--- src/rtl/snake_key_sched.sv ---
// snake_key_sched: PS/2 scancode handshake, make/break/E0 decode and direction queue for the snake game.
// Optional pause toggle on the space key when SNAKE_KEY_PAUSE_EN is defined.
module snake_key_sched #(
   parameter int QDEPTH      = 2,
   parameter int TIMEOUT_CYC = 1000000
) (
   input  logic       clk,
   input  logic       rst,
   input  logic       data_ready,
   input  logic [7:0] scancode,
   output logic       read,
   input  logic       game_tick,
   output logic [1:0] dir,
   output logic       dir_changed,
   output logic [2:0] q_count,
   output logic       overflow,
   output logic       pause
);
   localparam int CW = $clog2(TIMEOUT_CYC + 1);
   localparam logic [CW-1:0] TLIM = CW'(TIMEOUT_CYC - 1);
   localparam logic [2:0] QD = 3'(QDEPTH);

   typedef enum logic [1:0] {IDLE, ACK, WAIT_LOW} state_t;
   state_t state, state_nx;

   logic [7:0]    code;
   logic          ext, brk, tout;
   logic [CW-1:0] tcnt;
   logic [1:0]    q [0:3];
   logic          ack, is_e0, is_f0, make;
   logic          hit_up, hit_dn, hit_lf, hit_rt;
   logic          cmd, acc, full, pop, push, drop;
   logic [1:0]    cmd_dir, ref_dir, tidx, widx;

   assign ack     = state == ACK;
   assign is_e0   = code == 8'hE0;
   assign is_f0   = code == 8'hF0;
   assign make    = ack && !is_e0 && !is_f0 && !brk;
   assign hit_up  = ext ? code == 8'h75 : code == 8'h1D;
   assign hit_dn  = ext ? code == 8'h72 : code == 8'h1B;
   assign hit_lf  = ext ? code == 8'h6B : code == 8'h1C;
   assign hit_rt  = ext ? code == 8'h74 : code == 8'h23;
   assign cmd     = make && (hit_up || hit_dn || hit_lf || hit_rt);
   assign cmd_dir = hit_up ? 2'b10 : hit_dn ? 2'b11 : hit_lf ? 2'b01 : 2'b00;
   // Equal and reversed directions share bit1, so only a change of axis is accepted.
   assign tidx    = 2'(q_count - 3'd1);
   assign ref_dir = q_count != 3'd0 ? q[tidx] : dir;
   assign acc     = cmd && (cmd_dir[1] != ref_dir[1]);
   assign full    = q_count == QD;
   assign pop     = game_tick && q_count != 3'd0 && !pause;
   assign push    = acc && (!full || pop);
   assign drop    = acc && full && !pop;
   assign widx    = pop ? tidx : q_count[1:0];
   assign tout    = (ext || brk) && tcnt == TLIM;

   // Handshake state register and byte capture.
   always_ff @(posedge clk or posedge rst) begin
      if (rst) begin
         state <= IDLE;
         code  <= '0;
      end else begin
         state <= state_nx;
         if (state == IDLE && data_ready) code <= scancode;
      end
   end

   // Handshake next state; read is the single ACK cycle.
   always_comb begin
      state_nx = state;
      read     = 1'b0;
      case (state)
         IDLE:     state_nx = data_ready ? ACK : IDLE;
         ACK: begin
            read     = 1'b1;
            state_nx = WAIT_LOW;
         end
         WAIT_LOW: state_nx = data_ready ? WAIT_LOW : IDLE;
         default:  state_nx = IDLE;
      endcase
   end

   // Prefix flags with a stale-prefix timeout.
   always_ff @(posedge clk or posedge rst) begin
      if (rst) begin
         ext  <= 1'b0;
         brk  <= 1'b0;
         tcnt <= '0;
      end else if (ack) begin
         ext  <= is_e0 || (is_f0 && ext);
         brk  <= is_f0 || (is_e0 && brk);
         tcnt <= '0;
      end else if (tout) begin
         ext  <= 1'b0;
         brk  <= 1'b0;
         tcnt <= '0;
      end else if (ext || brk) begin
         tcnt <= tcnt + 1'b1;
      end
   end

   // Direction queue: head at q[0], shifts on pop; push lands after the shift.
   always_ff @(posedge clk or posedge rst) begin
      if (rst) begin
         for (int i = 0; i < 4; i++) q[i] <= 2'b00;
         q_count     <= 3'd0;
         overflow    <= 1'b0;
         dir         <= 2'b00;
         dir_changed <= 1'b0;
      end else begin
         dir_changed <= pop;
         if (pop) dir <= q[0];
         if (pop) for (int i = 0; i < 3; i++) q[i] <= q[i+1];
         if (push) q[widx] <= cmd_dir;
         q_count <= q_count + 3'(push) - 3'(pop);
         if (drop) overflow <= 1'b1;
      end
   end

`ifdef SNAKE_KEY_PAUSE_EN
   // Space make toggles pause; its release goes through the brk path and is ignored.
   always_ff @(posedge clk or posedge rst) begin
      if (rst) pause <= 1'b0;
      else if (make && !ext && code == 8'h29) pause <= !pause;
   end
`else
   assign pause = 1'b0;
`endif
endmodule

--- config.mk ---
export PLATFORM = sky130hd
export DESIGN_NAME = snake_key_sched
export DESIGN_NICKNAME = d
export VERILOG_FILES = /design/src/rtl/snake_key_sched.sv
export SDC_FILE = /design/constraint.sdc
export NUM_CORES = 1
export LEC_CHECK = 0
export ABC_AREA = 1
export CAP_MARGIN = 20
export CORE_AREA = 5 5 104 106
export DETAILED_ROUTE_END_ITERATION = 6
export DIE_AREA = 0 0 109 111
export GPL_ROUTABILITY_DRIVEN = 0
export SLEW_MARGIN = 40
export SYNTH_ARGS = -nofsm -noshare
export SYNTH_HDL_FRONTEND = slang
export SYNTH_SLANG_ARGS = --single-unit
--- constraint.sdc ---
create_clock -name clk -period 3.3 [get_ports clk]
set_clock_uncertainty 0.05 [all_clocks]
set_input_delay 0.99 -clock clk [delete_from_list [all_inputs] [get_ports clk]]
set_output_delay 0.99 -clock clk [all_outputs]
set_load 0.02 [all_outputs]
==> impl_metrics.sql, run 1 <==
INSERT INTO impl_metrics (metric_group, metric, value, unit) VALUES
('outcome', 'status', 'finished, final reports clean', ''),
('critical_path', 'cpPeakStageDelay', '0.68', 'ns'),
('timing', 'final_min_period_over_clock_period', '89.9', '%'),
('critical_path', 'start_kind', 'register', ''),
('clocking', 'tritoncts', 'yes', ''),
('floorplanning', 'std_cell_rows', '36', ''),
('global_route', 'grt_start_max_net_pins', '27', ''),
('routing', 'first_iter_violations', '103', ''),
('global_route', 'grt_use_total', '10.4', '%'),
('critical_path', 'rr_worst_depth', '15', ''),
('finish', 'area.sequential', '1180', 'um2'),
('critical_path', 'critPathMaxFanout', '10', ''),
('floorplanning', 'floorplan.initialDensity', '29.4', '%'),
('clocking', 'clk_pin_slew', '0.10', 'ns'),
('routing', 'drc_errors', '0', ''),
('power_and_ir_drop', 'power.net_switching', '844', 'uW'),
('routing', 'dr.pass1.iters', '4', ''),
('clocking', 'h_tree_levels', '2', ''),
('power_and_ir_drop', 'internal_portion_of_total_power', '1.10', 'mW'),
('global_route', 'antenna_found_initial', '0', ''),
('timing', 'setup_repair_after_global_routing_missed_its_margin', 'no', ''),
('min_path', 'whs_endpoint', 'overflow', ''),
('min_path', 'hold_sp', 'overflow', ''),
('finish', 'multi_input_comb_area', '1440', 'um2'),
('power_and_ir_drop', 'vdd_ir_drop_max', '241', 'uV'),
('power_and_ir_drop', 'power_frac_seq', '39.4', '%'),
('finish', 'area.growth.synth_to_final', '15.5', '%'),
('critical_path', 'timing.critical_path.cells', 'inv_8 -> nand2_2 -> nand2_1 -> nor2_2 -> nand3_2 -> nand2_2 -> nor2_2 -> nor2_4 -> nand3_4 -> ha_1 -> inv_1 -> ha_1 -> fa_1 -> xnor2_1 -> xor2_1', ''),
('timing', 'final_hold_viol_count', '0', ''),
('critical_path', 'crit-reg2reg-capture', 'q_count[2]', ''),
('floorplanning', 'die_height', '111', 'um'),
('critical_path', 'critPathKind', 'register to register', ''),
('timing', 'final-setup-viol-count', '0', ''),
('floorplanning', 'core_area', '9680', 'um2'),
('power_and_ir_drop', 'p_leak', '1.49', 'nW'),
('global_route', 'grt_remaining_overflow', '0', ''),
('critical_path', 'worstPathArrival', '3.11', 'ns'),
('synthesis', 'async_reset_ff_share', '100', '%'),
('run', 'drv.max_cap_violation_count', '0', ''),
('clocking', 'clock_latency', '0.30', 'ns'),
('routing', 'post_drt_wl_per_cell', '10.8', 'um'),
('critical_path', 'timing.critical_path.required', '3.45', 'ns'),
('finish', 'fin_nets', '429', ''),
('clocking', 'number_of_buffers_created_by_cts', '5', ''),
('floorplanning', 'fp.dieArea', '12100', 'um2'),
('synthesis', 'syn_nets', '403', ''),
('timing', 'report.final.slew_viol_count', '0', ''),
('power_and_ir_drop', 'power.clock.fraction', '18.0', '%'),
('clocking', 'post_cts_resized', '0', ''),
('power_and_ir_drop', 'combPwrFrac', '42.7', '%'),
('clocking', 'tritoncts_num_sinks', '47', ''),
('timing', 'worstMarginPinSlew', '0.549', 'ns'),
('finish', 'layout-drive-gt1-share', '12.6', '%'),
('power_and_ir_drop', 'powerDensity', '589', 'nW/um2'),
('floorplanning', 'boundaryPins', '21', ''),
('critical_path', 'cell_type_of_the_slowest_stage_on_the_worst_timing_path', 'sky130_fd_sc_hd__dfrtp_1', ''),
('synthesis', 'ys.warnings.count', '0', ''),
('synthesis', 'yosys_register_bits', '47', ''),
('critical_path', 'rr_startpoint', 'ext', ''),
('timing', 'finalSetupTns', '0', 'ns'),
('min_path', 'timing.hold.worst_path_depth', '1', ''),
('placed_design', 'io_buffers', '19', ''),
('timing', 'relSlewSlack', '63.3', '%'),
('critical_path', 'worst_setup_path_end_kind', 'register', ''),
('placed_design', 'place_area', '3210', 'um2'),
('finish', 'finish.instance_area', '3290', 'um2'),
('synthesis', 'synth_edf_count', '0', ''),
('routing', 'drt-total-wl', '5900', 'um'),
('synthesis', 'synth-main-ff-cell', 'sky130_fd_sc_hd__dfrtp_1', ''),
('routing', 'postRouteAntennaNets', '0', ''),
('synthesis', 'post_synthesis_instance_area', '2850', 'um2');
layout by cell type, fill, tap and decap left out:
| cell type | netlist | routed |
|---|---|---|
| sky130_fd_sc_hd__nand4_1 | 6 | 6 |
| sky130_fd_sc_hd__conb_1 | 1 | 1 |
| sky130_fd_sc_hd__a21oi_1 | 17 | 17 |
| sky130_fd_sc_hd__nand2_4 | 4 | 4 |
| sky130_fd_sc_hd__o21ai_0 | 22 | 22 |
| sky130_fd_sc_hd__o21ai_1 | 1 | 1 |
| sky130_fd_sc_hd__dfrtp_1 | 47 | 47 |
| sky130_fd_sc_hd__nand3_4 | 2 | 2 |
| sky130_fd_sc_hd__o21ai_2 | 6 | 6 |
| sky130_fd_sc_hd__inv_1 | 41 | 40 |
| sky130_fd_sc_hd__nand2_2 | 10 | 10 |
| sky130_fd_sc_hd__o21bai_1 | 1 | 1 |
| sky130_fd_sc_hd__xor2_1 | 5 | 5 |
| sky130_fd_sc_hd__fa_1 | 1 | 1 |
| sky130_fd_sc_hd__clkinv_2 | 0 | 3 |
| sky130_fd_sc_hd__inv_8 | 1 | 1 |
| sky130_fd_sc_hd__nor2_2 | 4 | 4 |
| sky130_fd_sc_hd__nand2_1 | 113 | 113 |
| sky130_fd_sc_hd__clkbuf_8 | 0 | 5 |
| sky130_fd_sc_hd__a31oi_1 | 1 | 1 |
| sky130_fd_sc_hd__ha_1 | 5 | 5 |
| sky130_fd_sc_hd__buf_4 | 1 | 6 |
| sky130_fd_sc_hd__clkdlybuf4s50_1 | 0 | 19 |
| sky130_fd_sc_hd__xnor2_1 | 3 | 3 |
| sky130_fd_sc_hd__nor2_1 | 43 | 43 |
| sky130_fd_sc_hd__nand3_1 | 20 | 20 |
| sky130_fd_sc_hd__inv_2 | 6 | 7 |
| sky130_fd_sc_hd__nand3_2 | 1 | 1 |
| sky130_fd_sc_hd__nor4_1 | 5 | 5 |
| sky130_fd_sc_hd__nor3_1 | 8 | 8 |
| sky130_fd_sc_hd__nand3b_1 | 1 | 1 |
| sky130_fd_sc_hd__nor3b_1 | 1 | 1 |
| sky130_fd_sc_hd__nor2_4 | 3 | 3 |
power groups by stage:
stage | clock (mW) | combinational (mW) | sequential (mW)
3_5_place_dp | 0 | 0.830 | 0.776
5_1_grt | 0.384 | 0.953 | 0.778
3_3_place_gp | 0 | 0.813 | 0.771
6_report | 0.349 | 0.828 | 0.764
4_1_cts | 0.367 | 0.834 | 0.764
2_1_floorplan | 0 | 0.592 | 0.778
per-stage QoR:
| stage | std cells | worst slack, ns | total power, mW | util (%) | hold WS [ns] |
|---|---|---|---|---|---|
| 2_1_floorplan | 385 | 0.317 | 1.37 | - | 0.400 |
| 3_3_place_gp | 537 | 0.221 | 1.58 | 33.1 | 0.423 |
| 3_5_place_dp | 537 | 0.193 | 1.61 | 33.1 | 0.423 |
| 4_1_cts | 545 | 0.323 | 1.97 | 34.0 | 0.449 |
| 5_1_grt | 545 | 0.160 | 2.12 | 34.0 | 0.456 |
| 6_report | 545 | 0.334 | 1.94 | 34.0 | 0.443 |
synth_stat cells (2+ instances only):
cell type,n,area share [%]
sky130_fd_sc_hd__a21oi_1,17,3.0
sky130_fd_sc_hd__buf_2,2,0.35
sky130_fd_sc_hd__buf_6,2,0.79
sky130_fd_sc_hd__dfrtp_1,47,41
sky130_fd_sc_hd__ha_1,5,2.2
sky130_fd_sc_hd__inv_1,41,5.4
sky130_fd_sc_hd__inv_2,6,0.79
sky130_fd_sc_hd__nand2_1,113,15
sky130_fd_sc_hd__nand2_2,10,2.2
sky130_fd_sc_hd__nand2_4,4,1.6
sky130_fd_sc_hd__nand3_1,20,3.5
sky130_fd_sc_hd__nand3_4,2,1.2
sky130_fd_sc_hd__nand4_1,6,1.3
sky130_fd_sc_hd__nor2_1,43,5.7
sky130_fd_sc_hd__nor2_2,4,0.88
sky130_fd_sc_hd__nor2_4,3,1.2
sky130_fd_sc_hd__nor3_1,8,1.4
sky130_fd_sc_hd__nor4_1,5,1.1
sky130_fd_sc_hd__o21ai_0,22,3.9
sky130_fd_sc_hd__o21ai_2,6,1.8
sky130_fd_sc_hd__xnor2_1,3,0.92
sky130_fd_sc_hd__xor2_1,5,1.5
state kept, by name, indices dropped and copies added, names as in the netlist, named ones only:
| register | cells |
|---|---|
| brk | 1 |
| code | 8 |
| dir | 2 |
| dir_changed | 1 |
| ext | 1 |
| overflow | 1 |
| q | 6 |
| q_count | 3 |
| state | 2 |
| tcnt | 20 |
routing by layer:
metal  track usage (%)  share of wire, %  wire length, um  vias to the layer above
met5                 0                 0                0                        -
met4              3.79               1.6               94                        0
li1                  -                 -                -                     1274
met3              2.15               3.9              232                        5
met1              14.5                49             2910                     1101
met2              15.9                45             2670                       47
worst max-delay path: cells and delay by family, from the launching register on:
family	cells	cell delay, ns
and+or+nand+nor	8	0.89
buffers and inverters	2	0.14
adders and majority gates	3	0.83
DFF	1	0.68
xor gates and xnor gates	2	0.28
layout make-up:
| class | instances | share of cell area (%) |
|---|---|---|
| multi-input combinational | 284 | 43.8 |
| sequential | 47 | 35.7 |
| timing repair buffer | 25 | 7.14 |
| clock inverter | 3 | 0.456 |
| tap | 133 | 5.05 |
| clock buffer | 5 | 2.09 |
| inverter | 48 | 5.70 |
logic make-up (layout without fill, tap and decap cells):
group | after synthesis | after routing | share of synthesized area, %
buffers and inverters | 54 | 81 | 8.12
flip-flops | 47 | 47 | 41.2
AND/OR/NAND/NOR | 221 | 221 | 35.8
adder cells (fa/ha/maj) | 6 | 6 | 2.90
XOR/XNOR | 8 | 8 | 2.46
other | 1 | 1 | 0.132
AO/OA/AOI/OAI | 48 | 48 | 9.35
worst max-delay path by stage:
stage	endpoint	cells after the start	from
detailed placement	q_count[2]	10	game_tick
global route	q_count[2]	15	q_count[0]
floorplan	q_count[2]	11	game_tick
CTS	q_count[2]	15	ext
finish	q_count[2]	15	ext
global placement	q_count[2]	10	game_tick
No activity file was read; power rests on OpenSTA's default activity.
==> inputs of run 2 (changes only) <==
--- a/config.mk
+++ b/config.mk
@@ -11,6 +11,7 @@
 export DETAILED_ROUTE_END_ITERATION = 6
 export DIE_AREA = 0 0 109 111
 export GPL_ROUTABILITY_DRIVEN = 0
+export REMOVE_ABC_BUFFERS = 1
 export SLEW_MARGIN = 40
 export SYNTH_ARGS = -nofsm -noshare
 export SYNTH_HDL_FRONTEND = slang
==> impl_metrics.sql, run 2 (synthesis results as in run 1) <==
INSERT INTO impl_metrics (metric_group, metric, value, unit) VALUES
('finish', 'final_core_util', '34.5', '%'),
('critical_path', 'cpPeakStageDelay', '0.67', 'ns'),
('placed_design', 'detailed_placement_hpwl', '4240', 'um'),
('timing', 'final_hold_viol_count', '0', ''),
('clocking', 'h_tree_levels', '2', ''),
('routing', 'post_drt_wl_per_cell', '10.3', 'um'),
('timing', 'final_min_period_over_clock_period', '89.6', '%'),
('floorplanning', 'boundaryPins', '21', ''),
('clocking', 'number_of_buffers_created_by_cts', '5', ''),
('global_route', 'grt_start_max_net_pins', '48', ''),
('global_route', 'grt_remaining_overflow', '0', ''),
('global_route', 'first_pass_grt_wire_length', '10500', 'um'),
('clocking', 'clock_latency', '0.30', 'ns'),
('timing', 'report.final.slew_viol_count', '0', ''),
('timing', 'worstMarginPinSlew', '0.606', 'ns'),
('clocking', 'cts_buffer_depth', '2', ''),
('timing', 'max_clock_freq', '0.338', 'GHz'),
('placed_design', 'placed_cells_incl_taps', '537', ''),
('timing', 'finalWorstSetupSlack', '0.344', 'ns'),
('placed_design', 'dp_slack', '0.139', 'ns'),
('global_route', 'grt_use_total', '10.2', '%'),
('outcome', 'status', 'finished, final reports clean', ''),
('finish', 'layout-drive-gt1-share', '12.6', '%'),
('critical_path', 'critPathMaxFanout', '10', ''),
('global_route', 'grt_pass1_vias', '2331', ''),
('placed_design', 'place_area', '3210', 'um2'),
('critical_path', 'cp_top_family', 'adder cells', ''),
('critical_path', 'critPathKind', 'register to register', ''),
('placed_design', 'io_buffers', '19', ''),
('critical_path', 'cell_type_of_the_slowest_stage_on_the_worst_timing_path', 'sky130_fd_sc_hd__dfrtp_1', ''),
('floorplanning', 'die_height', '111', 'um'),
('routing', 'first_iter_violations', '134', ''),
('clocking', 'tritoncts', 'yes', ''),
('power_and_ir_drop', 'vdd_ir_drop_max', '237', 'uV'),
('critical_path', 'timing.critical_path.cells', 'nand2_1 -> a21oi_1 -> nand3_2 -> nand2_2 -> nor2_2 -> nor2_4 -> nand3_4 -> ha_1 -> inv_1 -> ha_1 -> fa_1 -> xnor2_1 -> xor2_1', ''),
('critical_path', 'timing.reg2reg.setup_slack', '0.34', 'ns'),
('routing', 'drt-total-wl', '5620', 'um'),
('clocking', 'tritoncts_num_sinks', '47', ''),
('critical_path', 'cp_num_buf_inv', '1', ''),
('timing', 'final-setup-viol-count', '0', ''),
('finish', 'diodes', '0', ''),
('floorplanning', 'fp.dieArea', '12100', 'um2'),
('finish', 'area.growth.synth_to_final', '17.3', '%'),
('routing', 'detail_route.vias_per_cell', '4.41', ''),
('timing', 'setup_repair_after_global_routing_missed_its_margin', 'no', ''),
('critical_path', 'timing.critical_path.required', '3.48', 'ns'),
('finish', 'final_common_cell', 'sky130_fd_sc_hd__nand2_1', ''),
('routing', 'dr.pass1.iters', '4', ''),
('floorplanning', 'die_width', '109', 'um'),
('routing', 'postRouteAntennaNets', '0', ''),
('critical_path', 'worst_setup_path_end_kind', 'register', ''),
('global_route', 'antenna_found_initial', '0', ''),
('finish', 'stdcell_count', '545', ''),
('critical_path', 'cp_common_cell', 'sky130_fd_sc_hd__ha_1', ''),
('routing', 'via_count', '2405', ''),
('clocking', 'cts_hold_buffers', '0', ''),
('floorplanning', 'floorplan.initialDensity', '29.4', '%'),
('timing', 'finalCriticalPeriod', '2.96', 'ns'),
('timing', 'finalHoldWorstSlack', '0.440', 'ns'),
('finish', 'fin_nets', '429', ''),
('clocking', 'post-cts-setup-buffer-count', '0', ''),
('timing', 'finalSetupTns', '0', 'ns'),
('finish', 'finish.instance_area', '3350', 'um2'),
('routing', 'drc_errors', '0', ''),
('floorplanning', 'std_cell_rows', '36', ''),
('floorplanning', 'core_area', '9680', 'um2'),
('clocking', 'clock_tree.root_cell', 'sky130_fd_sc_hd__clkbuf_8', ''),
('min_path', 'hold_path_class', 'register to register', ''),
('run', 'drv.max_cap_violation_count', '0', ''),
('power_and_ir_drop', 'report.power.total', '2.10', 'mW'),
('power_and_ir_drop', 'powerDensity', '627', 'nW/um2'),
('clocking', 'post_cts_resized', '0', ''),
('finish', 'reg.largest.list', 'tcnt (20), code (8), q (6)', ''),
('timing', 'relSlewSlack', '59.6', '%'),
('power_and_ir_drop', 'p_leak', '1.51', 'nW'),
('critical_path', 'start_kind', 'register', ''),
('critical_path', 'worstPathArrival', '3.14', 'ns'),
('finish', 'largest_register_ffs', '20', ''),
('finish', 'reg_with_most_ffs', 'tcnt', ''),
('finish', 'number_of_fill_cells', '1019', ''),
('clocking', 'clk_pin_slew', '0.10', 'ns'),
('finish', 'final_cell_mix', 'sky130_fd_sc_hd__nand2_1, sky130_fd_sc_hd__dfrtp_1, sky130_fd_sc_hd__nor2_1', '');
## run 2: changes by cell type in the layout (fill, tap and decap cells not counted), sizes merged
| cell | before | now |
|---|---|---|
| clkinv | 3 | 0 |
| bufinv | 0 | 2 |
| clkinvlp | 0 | 1 |
## run 2: cell type report
type	instances	area, um2	area share [%]
multi-input combinational	284	1440	43.2
clock inverter	3	67.6	2.02
inverter	48	188	5.61
tap	133	166	4.97
clock buffer	5	68.8	2.06
sequential	47	1180	35.2
timing repair buffer	25	235	7.03
## run 2: worst register-to-register path: stages, from the launching register on
cell and delay (ns):
sky130_fd_sc_hd__dfrtp_1 0.67, sky130_fd_sc_hd__nand2_1 0.15, sky130_fd_sc_hd__a21oi_1 0.22, sky130_fd_sc_hd__nand3_2 0.19, sky130_fd_sc_hd__nand2_2 0.14, sky130_fd_sc_hd__nor2_2 0.06, sky130_fd_sc_hd__nor2_4 0.11, sky130_fd_sc_hd__nand3_4 0.08
sky130_fd_sc_hd__ha_1 0.27, sky130_fd_sc_hd__inv_1 0.04, sky130_fd_sc_hd__ha_1 0.18, sky130_fd_sc_hd__fa_1 0.38, sky130_fd_sc_hd__xnor2_1 0.19, sky130_fd_sc_hd__xor2_1 0.17
## run 2: final timing paths
path | start | to | cells after the start
setup / recovery | ext | q_count[2] | 13
hold / removal | overflow | overflow | 1
setup reg to reg | ext | q_count[2] | 13
hold reg to reg | overflow | overflow | 1
max in group asynchronous | rst | tcnt[9] | 3
min in group asynchronous | rst | dir[1] | 3
## run 2: power breakdown
part           switching, mW  total (mW)  leakage, nW  internal (mW)
registers             0.0989       0.763        0.632          0.664
logic                  0.536       0.825        0.812          0.289
clock network          0.208       0.510       0.0644          0.302
total                  0.842        2.10         1.51           1.26
## run 2: per-layer routing
layer	routed length [um]	track usage (%)
met1	2860	14.8
met2	2510	15.5
met3	197	2.15
met4	56	2.53
met5	0	0
==> inputs of run 3 (changes only) <==
--- a/config.mk
+++ b/config.mk
@@ -7,10 +7,12 @@
 export LEC_CHECK = 0
 export ABC_AREA = 1
 export CAP_MARGIN = 20
-export CORE_AREA = 5 5 104 106
+export CORE_AREA = 5 5 82 84
 export DETAILED_ROUTE_END_ITERATION = 6
-export DIE_AREA = 0 0 109 111
+export DIE_AREA = 0 0 87 89
 export GPL_ROUTABILITY_DRIVEN = 0
+export PLACE_DENSITY = 0.78
+export RECOVER_POWER = 100
 export REMOVE_ABC_BUFFERS = 1
 export SLEW_MARGIN = 40
 export SYNTH_ARGS = -nofsm -noshare
==> impl_metrics.sql, run 3 (synthesis results as in run 1) <==
INSERT INTO impl_metrics (metric_group, metric, value, unit) VALUES
('critical_path', 'worst_setup_path_end_kind', 'register', ''),
('finish', 'fin_nets', '428', ''),
('critical_path', 'start_kind', 'register', ''),
('routing', 'drt-total-wl', '5420', 'um'),
('placed_design', 'place_area', '3130', 'um2'),
('finish', 'final_cell_mix', 'sky130_fd_sc_hd__nand2_1, sky130_fd_sc_hd__dfrtp_1, sky130_fd_sc_hd__nor2_1', ''),
('global_route', 'first_pass_grt_wire_length', '9830', 'um'),
('clocking', 'post-cts-setup-buffer-count', '0', ''),
('clocking', 'clock_tree.root_cell', 'sky130_fd_sc_hd__clkbuf_8', ''),
('finish', 'area.growth.synth_to_final', '11.5', '%'),
('critical_path', 'critPathKind', 'register to register', ''),
('timing', 'worstMarginPinSlew', '0.964', 'ns'),
('routing', 'post_drt_wl_per_cell', '11.2', 'um'),
('critical_path', 'cell_type_of_the_slowest_stage_on_the_worst_timing_path', 'sky130_fd_sc_hd__dfrtp_1', ''),
('finish', 'diodes', '0', ''),
('critical_path', 'timing.critical_path.required', '3.49', 'ns'),
('finish', 'layout-drive-gt1-share', '9.49', '%'),
('clocking', 'clock_latency', '0.31', 'ns'),
('timing', 'report.final.slew_viol_count', '0', ''),
('global_route', 'grt_use_total', '15.9', '%'),
('finish', 'reg.largest.list', 'tcnt (20), code (8), q (6)', ''),
('timing', 'finalSetupTns', '0', 'ns'),
('routing', 'dr.pass1.iters', '4', ''),
('timing', 'setup_repair_after_global_routing_missed_its_margin', 'no', ''),
('finish', 'final_common_cell', 'sky130_fd_sc_hd__nand2_1', ''),
('timing', 'final_hold_viol_count', '0', ''),
('floorplanning', 'std_cell_rows', '28', ''),
('clocking', 'h_tree_levels', '2', ''),
('floorplanning', 'boundaryPins', '21', ''),
('power_and_ir_drop', 'vdd_ir_drop_max', '492', 'uV'),
('floorplanning', 'core_area', '5850', 'um2'),
('placed_design', 'io_buffers', '19', ''),
('power_and_ir_drop', 'p_leak', '1.49', 'nW'),
('finish', 'reg_with_most_ffs', 'tcnt', ''),
('global_route', 'grt_start_max_net_pins', '20', ''),
('floorplanning', 'die_width', '87', 'um'),
('timing', 'final_min_period_over_clock_period', '87.3', '%'),
('global_route', 'antenna_found_initial', '0', ''),
('critical_path', 'cpPeakStageDelay', '0.43', 'ns'),
('global_route', 'grt_remaining_overflow', '0', ''),
('timing', 'finalCriticalPeriod', '2.88', 'ns'),
('timing', 'relSlewSlack', '35.7', '%'),
('clocking', 'tritoncts', 'yes', ''),
('timing', 'max_clock_freq', '0.347', 'GHz'),
('critical_path', 'critPathMaxFanout', '5', ''),
('clocking', 'clk_pin_slew', '0.09', 'ns'),
('clocking', 'cts_buffer_depth', '2', ''),
('floorplanning', 'fp.dieArea', '7740', 'um2'),
('critical_path', 'cp_num_buf_inv', '3', ''),
('critical_path', 'cp_top_family', 'adder cells', ''),
('run', 'drv.max_cap_violation_count', '0', ''),
('floorplanning', 'die_height', '89', 'um'),
('min_path', 'hold_path_class', 'register to register', ''),
('routing', 'postRouteAntennaNets', '0', ''),
('finish', 'largest_register_ffs', '20', ''),
('clocking', 'tritoncts_num_sinks', '47', ''),
('outcome', 'status', 'finished, final reports clean', ''),
('power_and_ir_drop', 'powerDensity', '596', 'nW/um2'),
('routing', 'detail_route.vias_per_cell', '5.00', ''),
('finish', 'finish.instance_area', '3180', 'um2'),
('routing', 'first_iter_violations', '155', ''),
('critical_path', 'worstPathArrival', '3.07', 'ns'),
('critical_path', 'timing.critical_path.cells', 'inv_1 -> ha_1 -> nand3b_1 -> nand3_1 -> nand2_1 -> inv_1 -> nand2_1 -> nand2_2 -> nand3_1 -> ha_1 -> inv_1 -> ha_1 -> fa_1 -> xnor2_1 -> xor2_1', ''),
('clocking', 'post_cts_resized', '0', ''),
('routing', 'drc_errors', '0', ''),
('placed_design', 'detailed_placement_hpwl', '4110', 'um'),
('routing', 'via_count', '2429', ''),
('clocking', 'number_of_buffers_created_by_cts', '5', ''),
('global_route', 'grt_pass1_vias', '2234', ''),
('timing', 'final-setup-viol-count', '0', ''),
('clocking', 'cts_hold_buffers', '0', ''),
('floorplanning', 'floorplan.initialDensity', '48.7', '%');
-- run 3: cell types whose count changed in the layout (fill, tap and decap cells not counted), sizes merged --
cell | before | now
clkinv | 0 | 2
clkdlybuf4s50 | 19 | 8
inv | 48 | 47
bufinv | 2 | 0
buf | 6 | 2
clkbuf | 5 | 9
dlygate4sd3 | 0 | 11
-- run 3: final timing paths --
kind | cells past startpoint | startpoint | end | slack (ns)
setup / recovery | 15 | q_count[0] | q_count[2] | 0.42
hold / removal | 1 | overflow | overflow | 0.44
min in group asynchronous | 2 | rst | tcnt[4] | 1.13
hold reg to reg | 1 | overflow | overflow | 0.44
setup reg to reg | 15 | q_count[0] | q_count[2] | 0.42
max in group asynchronous | 3 | rst | code[7] | 0.81
-- run 3: metal layers --
metal	GRT usage, %	part of all wire (%)
met2	25.7	45
met3	3.32	4.6
met4	6.09	1.6
met5	0	0
met1	21.1	49
-- run 3: area by class of cell --
class	instances	area (um2)
Fill cell	547	2670
Multi-Input combinational cell	284	1420
Sequential cell	47	1180
Timing Repair Buffer	24	216
Inverter	48	188
Tap cell	75	93.8
Clock buffer	6	72.6
Clock inverter	2	12.5
-- run 3: per-stage QoR --
stage               std cells  setup slack, ns  util (%)  hold WS [ns]  power [mW]
floorplan                 379            0.322         -         0.400        1.36
finish                    486            0.420      54.4         0.441        1.90
global route              486            0.107      54.4         0.473        2.05
CTS                       486            0.377      54.9         0.448        1.93
global placement          478            0.234      53.5         0.419        1.56
detailed placement        478            0.203      53.5         0.423        1.58
-- run 3: report_power, final --
group / internal (mW) / switching [mW]
combinational: 0.267 / 0.519
clock: 0.148 / 0.201
sequential: 0.664 / 0.0971
total: 1.08 / 0.817
